**config.mk**
```make
export PLATFORM = sky130hd
export DESIGN_NAME = pa_iu_ex2_wb_buf
export DESIGN_NICKNAME = d
export VERILOG_FILES = /design/src/rtl/pa_iu_ex2_wb_buf_pkg.sv /design/src/rtl/pa_iu_wb_fifo.sv /design/src/rtl/pa_iu_ex2_wb_buf.sv
export SDC_FILE = /design/constraint.sdc
export NUM_CORES = 1
export LEC_CHECK = 0
export BUFFER_PORTS_ARGS = -buffer_cell sky130_fd_sc_hd__buf_2
export CORE_ASPECT_RATIO = 1.2
export CORE_MARGIN = 2
export CORE_UTILIZATION = 55
export CTS_BUF_LIST = sky130_fd_sc_hd__clkbuf_16
export DETAILED_ROUTE_END_ITERATION = 10
export PLACE_DENSITY = 0.82
export RECOVER_POWER = 100
export SLEW_MARGIN = 20
export SYNTH_ARGS = -nofsm -noshare
export SYNTH_HDL_FRONTEND = slang
export SYNTH_SLANG_ARGS = --single-unit
```
**constraint.sdc**
```tcl
create_clock -name forever_cpuclk -period 3.75 [get_ports forever_cpuclk]
set_input_delay 0.375 -clock forever_cpuclk [delete_from_list [all_inputs] [get_ports forever_cpuclk]]
set_output_delay 0.375 -clock forever_cpuclk [all_outputs]
set_load 0.02 [all_outputs]
```
**src/rtl/pa_iu_ex2_wb_buf_pkg.sv**
```systemverilog
// Shared IU definitions for the EX2 write-back buffer: widths and the
// buffered write-back entry layout.
package pa_iu_ex2_wb_buf_pkg;

  localparam int IU_XLEN      = 32;
  localparam int IU_REG_IDX_W = 5;

  typedef struct packed {
    logic                    vld;
    logic [IU_REG_IDX_W-1:0] rd;
    logic [IU_XLEN-1:0]      data;
  } iu_wb_entry_t;

  localparam int IU_WB_ENTRY_W = 1 + IU_REG_IDX_W + IU_XLEN;

endpackage

```
**src/rtl/pa_iu_wb_fifo.sv**
```systemverilog
// DEPTH-entry circular FIFO of deferred multiply write-backs; the whole
// entry array is exported flattened so the parent can run a forwarding CAM.
module pa_iu_wb_fifo
  import pa_iu_ex2_wb_buf_pkg::*;
#(
  parameter int DEPTH = 2,
  localparam int PTR_W = $clog2(DEPTH),
  localparam int CNT_W = $clog2(DEPTH + 1)
) (
  input  logic                           clk,
  input  logic                           rst,
  input  logic                           push,
  input  iu_wb_entry_t                   push_entry,
  input  logic                           pop,
  output logic [PTR_W-1:0]               head_ptr,
  output logic [PTR_W-1:0]               tail_ptr,
  output logic [CNT_W-1:0]               count,
  output logic [DEPTH*IU_WB_ENTRY_W-1:0] entries_flat
);

  iu_wb_entry_t     entry_q [DEPTH];
  iu_wb_entry_t     entry_d [DEPTH];
  logic [PTR_W-1:0] head_q, head_d;
  logic [PTR_W-1:0] tail_q, tail_d;
  logic [CNT_W-1:0] count_q, count_d;

  function automatic logic [PTR_W-1:0] ptr_inc(input logic [PTR_W-1:0] p);
    return (p == PTR_W'(DEPTH - 1)) ? '0 : p + PTR_W'(1);
  endfunction

  // Push is applied after pop; the parent never pushes into a full FIFO,
  // so the two never target the same slot.
  always_comb begin
    entry_d = entry_q;
    head_d  = head_q;
    tail_d  = tail_q;
    count_d = count_q;
    if (pop) begin
      entry_d[head_q].vld = 1'b0;
      head_d              = ptr_inc(head_q);
    end
    if (push) begin
      entry_d[tail_q]     = push_entry;
      entry_d[tail_q].vld = 1'b1;
      tail_d              = ptr_inc(tail_q);
    end
    case ({push, pop})
      2'b10:   count_d = count_q + CNT_W'(1);
      2'b01:   count_d = count_q - CNT_W'(1);
      default: count_d = count_q;
    endcase
  end

  always_ff @(posedge clk) begin
    if (rst) begin
      for (int i = 0; i < DEPTH; i++) entry_q[i] <= '0;
      head_q  <= '0;
      tail_q  <= '0;
      count_q <= '0;
    end else begin
      for (int i = 0; i < DEPTH; i++) entry_q[i] <= entry_d[i];
      head_q  <= head_d;
      tail_q  <= tail_d;
      count_q <= count_d;
    end
  end

  for (genvar g = 0; g < DEPTH; g++) begin : g_flat
    assign entries_flat[g*IU_WB_ENTRY_W +: IU_WB_ENTRY_W] = entry_q[g];
  end

  assign head_ptr = head_q;
  assign tail_ptr = tail_q;
  assign count    = count_q;

endmodule

```
**src/rtl/pa_iu_ex2_wb_buf.sv**
```systemverilog
// EX2 multiply write-back buffer: arbitrates the integer RF write port
// (LSU first, then buffered multiplies, then direct multiply) and forwards
// pending multiply results.
module pa_iu_ex2_wb_buf
  import pa_iu_ex2_wb_buf_pkg::*;
#(
  parameter int DEPTH = 2
) (
  input  logic                    forever_cpuclk,
  input  logic                    cpurst,
  input  logic                    mul_wb_ex2_vld,
  input  logic [IU_REG_IDX_W-1:0] mul_wb_ex2_rd,
  input  logic [IU_XLEN-1:0]      mul_wb_ex2_data,
  input  logic                    lsu_wb_vld,
  input  logic [IU_REG_IDX_W-1:0] lsu_wb_rd,
  input  logic [IU_XLEN-1:0]      lsu_wb_data,
  input  logic [IU_REG_IDX_W-1:0] fwd_rs_idx,
  output logic                    fwd_hit,
  output logic [IU_XLEN-1:0]      fwd_data,
  output logic                    wb_rf_wen,
  output logic [IU_REG_IDX_W-1:0] wb_rf_waddr,
  output logic [IU_XLEN-1:0]      wb_rf_wdata,
  output logic                    wb_xx_ex2_stall
);

  localparam int PTR_W = $clog2(DEPTH);
  localparam int CNT_W = $clog2(DEPTH + 1);

  logic [PTR_W-1:0]               head_ptr;
  logic [PTR_W-1:0]               tail_ptr;
  logic [CNT_W-1:0]               count;
  logic [DEPTH*IU_WB_ENTRY_W-1:0] entries_flat;
  iu_wb_entry_t                   ent [DEPTH];
  iu_wb_entry_t                   push_entry;
  logic                           push, pop;
  logic                           stall, buf_empty, mul_keep;

  logic                    wen_q, wen_d;
  logic [IU_REG_IDX_W-1:0] waddr_q, waddr_d;
  logic [IU_XLEN-1:0]      wdata_q, wdata_d;
  int                      fwd_slot;

  for (genvar g = 0; g < DEPTH; g++) begin : g_unflat
    assign ent[g] = entries_flat[g*IU_WB_ENTRY_W +: IU_WB_ENTRY_W];
  end

  assign stall     = (count == CNT_W'(DEPTH));
  assign buf_empty = (count == '0);
  // Writes to x0 are dropped at acceptance and never occupy the buffer.
  assign mul_keep  = mul_wb_ex2_vld && !stall && (mul_wb_ex2_rd != '0);
  assign push_entry = '{vld: 1'b1, rd: mul_wb_ex2_rd, data: mul_wb_ex2_data};

  always_comb begin
    wen_d   = 1'b0;
    waddr_d = waddr_q;
    wdata_d = wdata_q;
    push    = 1'b0;
    pop     = 1'b0;
    if (lsu_wb_vld) begin
      wen_d   = (lsu_wb_rd != '0);
      waddr_d = lsu_wb_rd;
      wdata_d = lsu_wb_data;
      push    = mul_keep;
    end else if (!buf_empty) begin
      pop     = 1'b1;
      wen_d   = 1'b1;
      waddr_d = ent[head_ptr].rd;
      wdata_d = ent[head_ptr].data;
      push    = mul_keep;
    end else if (mul_keep) begin
      wen_d   = 1'b1;
      waddr_d = mul_wb_ex2_rd;
      wdata_d = mul_wb_ex2_data;
    end
  end

  always_ff @(posedge forever_cpuclk) begin
    if (cpurst) begin
      wen_q   <= 1'b0;
      waddr_q <= '0;
      wdata_q <= '0;
    end else begin
      wen_q   <= wen_d;
      waddr_q <= waddr_d;
      wdata_q <= wdata_d;
    end
  end

  pa_iu_wb_fifo #(.DEPTH(DEPTH)) u_fifo (
    .clk          (forever_cpuclk),
    .rst          (cpurst),
    .push         (push),
    .push_entry   (push_entry),
    .pop          (pop),
    .head_ptr     (head_ptr),
    .tail_ptr     (tail_ptr),
    .count        (count),
    .entries_flat (entries_flat)
  );

  // Walk oldest to youngest so the youngest match is the last to win;
  // the registered port is older than every buffered entry.
  always_comb begin
    fwd_hit  = wen_q && (waddr_q == fwd_rs_idx);
    fwd_data = fwd_hit ? wdata_q : '0;
    fwd_slot = 0;
    for (int k = DEPTH; k >= 1; k--) begin
      fwd_slot = int'(tail_ptr) - k;
      if (fwd_slot < 0) fwd_slot = fwd_slot + DEPTH;
      if (ent[PTR_W'(fwd_slot)].vld && (ent[PTR_W'(fwd_slot)].rd == fwd_rs_idx)) begin
        fwd_hit  = 1'b1;
        fwd_data = ent[PTR_W'(fwd_slot)].data;
      end
    end
    if (fwd_rs_idx == '0) begin
      fwd_hit  = 1'b0;
      fwd_data = '0;
    end
  end

  assign wb_rf_wen       = wen_q;
  assign wb_rf_waddr     = waddr_q;
  assign wb_rf_wdata     = wdata_q;
  assign wb_xx_ex2_stall = stall;

endmodule

```
==> results by group <==
Critical path
  – CP Buf/Inv Count: 2
  – Critical Path Max Stage Delay: 680 ps
  – Cell depth of the worst setup path: 6
  – Slowest cell on the critical path: clkbuf_2
  – Flop-to-flop setup slack: 1150 ps
  – Req. time, crit path: 3380 ps
  – WP data arrival: 2710 ps
  – Crit Path Max Fanout: 32
  – CP top delay family: buffers and inverters
  – CP Cell Sequence: xnor2_1, nand4_1, a2111oi_4, clkbuf_2, a22o_2, clkbuf_1
  – Startpoint types: flop
  – Reg2reg path depth: 5
  – Setup CP Type: reg2out
  – Crit path capture type: output pin

Outcome
  – Status: finished, final reports clean

STA
  – RSZ-0062 raised after global routing: no
  – Min Hold Slack: 212 ps
  – F_max: 325 MHz
  – Final Skew: 7.24 ps
  – Tmin final: 3080 ps
  – Slew headroom: 3.55%
  – Fin. Hold Viols: 0
  – Setup TNS: 0 ps
  – Max-slew violations: 0
  – Final setup fails: 0
  – Final period utilization: 82.2%
  – Actual slew at the worst max-slew pin: 1450 ps

Route
  – 1st-pass router iterations: 5
  – Routed via count: 6,593
  – DR WL/cell: 18.8 um
  – Via density: 6.53
  – Metal2 WL: 9.74 mm
  – Met1 WL: 7.67 mm
  – Met3 wire len: 1.28 mm
  – Antenna viol nets, final: 0
  – Drc violations: 0
  – DRT iter0 DRCs: 614
  – DR top layer: met4
  – Total Wirelength: 19.0 mm

Global routing
  – Initial antenna violation count: 0
  – Vias in the first global route: 6,306
  – First-pass GRT wire length: 30.4 mm
  – Grt total ovfl: 0
  – Total track usage: 30.1%
  – Largest net degree at the start of global routing: 118

Flow run
  – MaxCap Viol Count: 0

Cells and area
  – Area Overhead vs Synth: 18.5%
  – Ant diodes: 0
  – Final Core Density: 67.5%
  – Sequential Area: 2340 um2
  – Layout cells sized above 1: 18.2%
  – Fin nets: 927
  – Fill cells: 947
  – Area of the multi-input gates: 3550 um2

Power
  – Static Leakage: 2.65 nW
  – Pwr/cell area: 631 nW/um2
  – Sw frac: 36.4%
  – Max IR drop VDD: 387 uV
  – Combinational Power Share: 29.9%
  – Reg power frac: 33.8%
  – Internal: 3.02 mW
  – Sw Pwr: 1.73 mW
  – Clock share of power: 36.3%

Clock tree
  – Clk_lat worst skew: 420 ps
  – Post_cts resized: 0
  – H-tree levels: 4
  – Root Buffer Master: clkbuf_16
  – TritonCTS clock tree: done
  – Clock tree buffer depth: 2
  – Post-CTS Setup Bufs: 0
  – Clk pin slew, worst setup/hold paths: 60 ps
  – CTS Hold Buffers Added: 0
  – CTS Buf Count: 17
  – Sink Count: 117

Synth
  – Syn Std Cell Area: 6340 um2
  – Yosys cell types: 43
  – Syn Nets: 838
  – Top post-synthesis cells by area: dfxtp_1 37%, o31ai_1 13%, a21oi_1 9.2%
  – Cell taking the most area after synthesis: dfxtp_1
  – Post-synth EDFFs: 0
  – Share of the synthesized area in the top cell type: 36.9%
  – Xor-xnor portion of the synthesized cell area: 1.66%
  – Post-Synth Simple-Gate Area: 15.5%
  – Synthesized-area fraction occupied by adder cells: 0.197%
  – Commonest cells in the netlist: 117 x a21oi_1, 117 x dfxtp_1, 106 x o31ai_1
  – Async set or reset register ratio after synthesis: 0%
  – Yosys warns: 0
  – Sequential area share after synthesis: 36.9%
  – Post-synthesis mux area share: 5.84%
  – Top FF cell, synth: dfxtp_1
  – Mapped Avg Cell Area: 8.41 um2
  – Synth Area in Compound Gates: 32.4%
  – #FFs+latches synth: 117
  – Post-synthesis cell count: 754
  – Main combinational cell family by area after synthesis: compound AO/OA/AOI/OAI gates

Min path
  – Worst hold stages: 3
  – Hold Crit Class: in2reg

Die
  – Top Ports: 155
  – # rows: 42
  – Area of the die: 12,400 um2
  – Die H: 122 um
  – Core area: 11,100 um2
  – Die width: 102 um
  – Starting Density: 56.9%

Placed design
  – Dpl hpwl: 11.0 mm
  – GP Congestion: 0.820
  – Port buffer count: 154
==> final cells by class <==
cell class	instances	share of cell area (%)
clock inverter	15	2.61
tap	154	2.56
inverter	3	0.183
multi-input combinational	536	47.3
sequential	117	31.2
clock buffer	17	5.66
timing repair buffer	168	10.5
==> through the flow <==
step                cells  cell area (um2)  power, mW  setup slack [ps]
finish               1010             7520       4.75               669
global route         1010             7520       4.95               499
CTS                  1009             7630       4.75              1080
detailed placement    977             7010       3.04              1180
global placement      977             7010       2.99              1290
floorplan             754             6340       2.63              1680
==> sequential cells by signal (all words and copies together), names as in the netlist <==
| signal | flops |
|---|---|
| wb_rf_wen | 1 |
| wb_rf_waddr | 5 |
| wb_rf_wdata | 32 |
| u_fifo.tail_ptr | 1 |
| u_fifo.count | 2 |
| u_fifo.entries_flat | 75 |
| u_fifo.head_ptr | 1 |
==> kinds of logic (layout without fill, tap and decap cells) <==
group           Yosys count  count (layout)
compound gates          301             301
xor+xnor                 12              12
fa+ha+maj                 1               1
buf+inv                 101             203
flops                   117             117
mux                      37              37
simple gates            185             185
==> worst reg2reg max path, cell delays in order (launching register included) <==
cell and delay [ps]:
dfxtp_1 620, nor2_1 210, a31oi_4 650, clkbuf_1 690, nor2_1 100, a211oi_1 230
==> metal layers <==
metal	track usage, %	vias up
li1	-	3089
met1	38.5	3179
met2	49.9	292
met3	6.31	33
met4	11.2	0
met5	0	-
==> path summary, 6_finish.rpt <==
check / end / startpoint
max: fwd_data[3] / wb_rf_waddr[3]
min: wb_rf_wdata[13] / lsu_wb_data[13]
max reg2reg: wb_rf_wdata[26] / u_fifo.count[0]
min reg2reg: u_fifo.entries_flat[60] / u_fifo.entries_flat[60]
==> placed cells by master (no fill, tap or decap), types with 2 or more instances in the layout <==
master     netlist  routed
dfxtp_1        117     116
or3_1            2       2
nor3_1           4       4
xnor2_1         11      11
mux2i_1         37      37
nand4_1         76      76
a22o_1          13      13
a22o_2          19      19
inv_1            3       6
a221oi_1         4       4
o31ai_1        106     106
and2_1           2       2
or4_1            5       5
clkbuf_16        0      17
a21oi_1        117     116
o21ai_0          2       2
nor2_1          43      43
clkbuf_1        55      72
buf_2           17      83
or2_2            2       2
bufinv_16        0       5
clkbuf_2         0       4
nand2_1         37      37
nor4b_1          4       4
nor4_1           4       4
a211oi_1        32      32
buf_4            5       7
clkinv_2         0       4
==> power by group through the flow <==
stage	Combinational [mW]	Clock [mW]	Sequential, mW
6_report	1.42	1.72	1.60
5_1_grt	1.55	1.78	1.62
4_1_cts	1.43	1.72	1.60
3_5_place_dp	1.42	0	1.62
3_3_place_gp	1.38	0	1.61
2_1_floorplan	0.992	0	1.64
(Power assumes the default switching activity.)
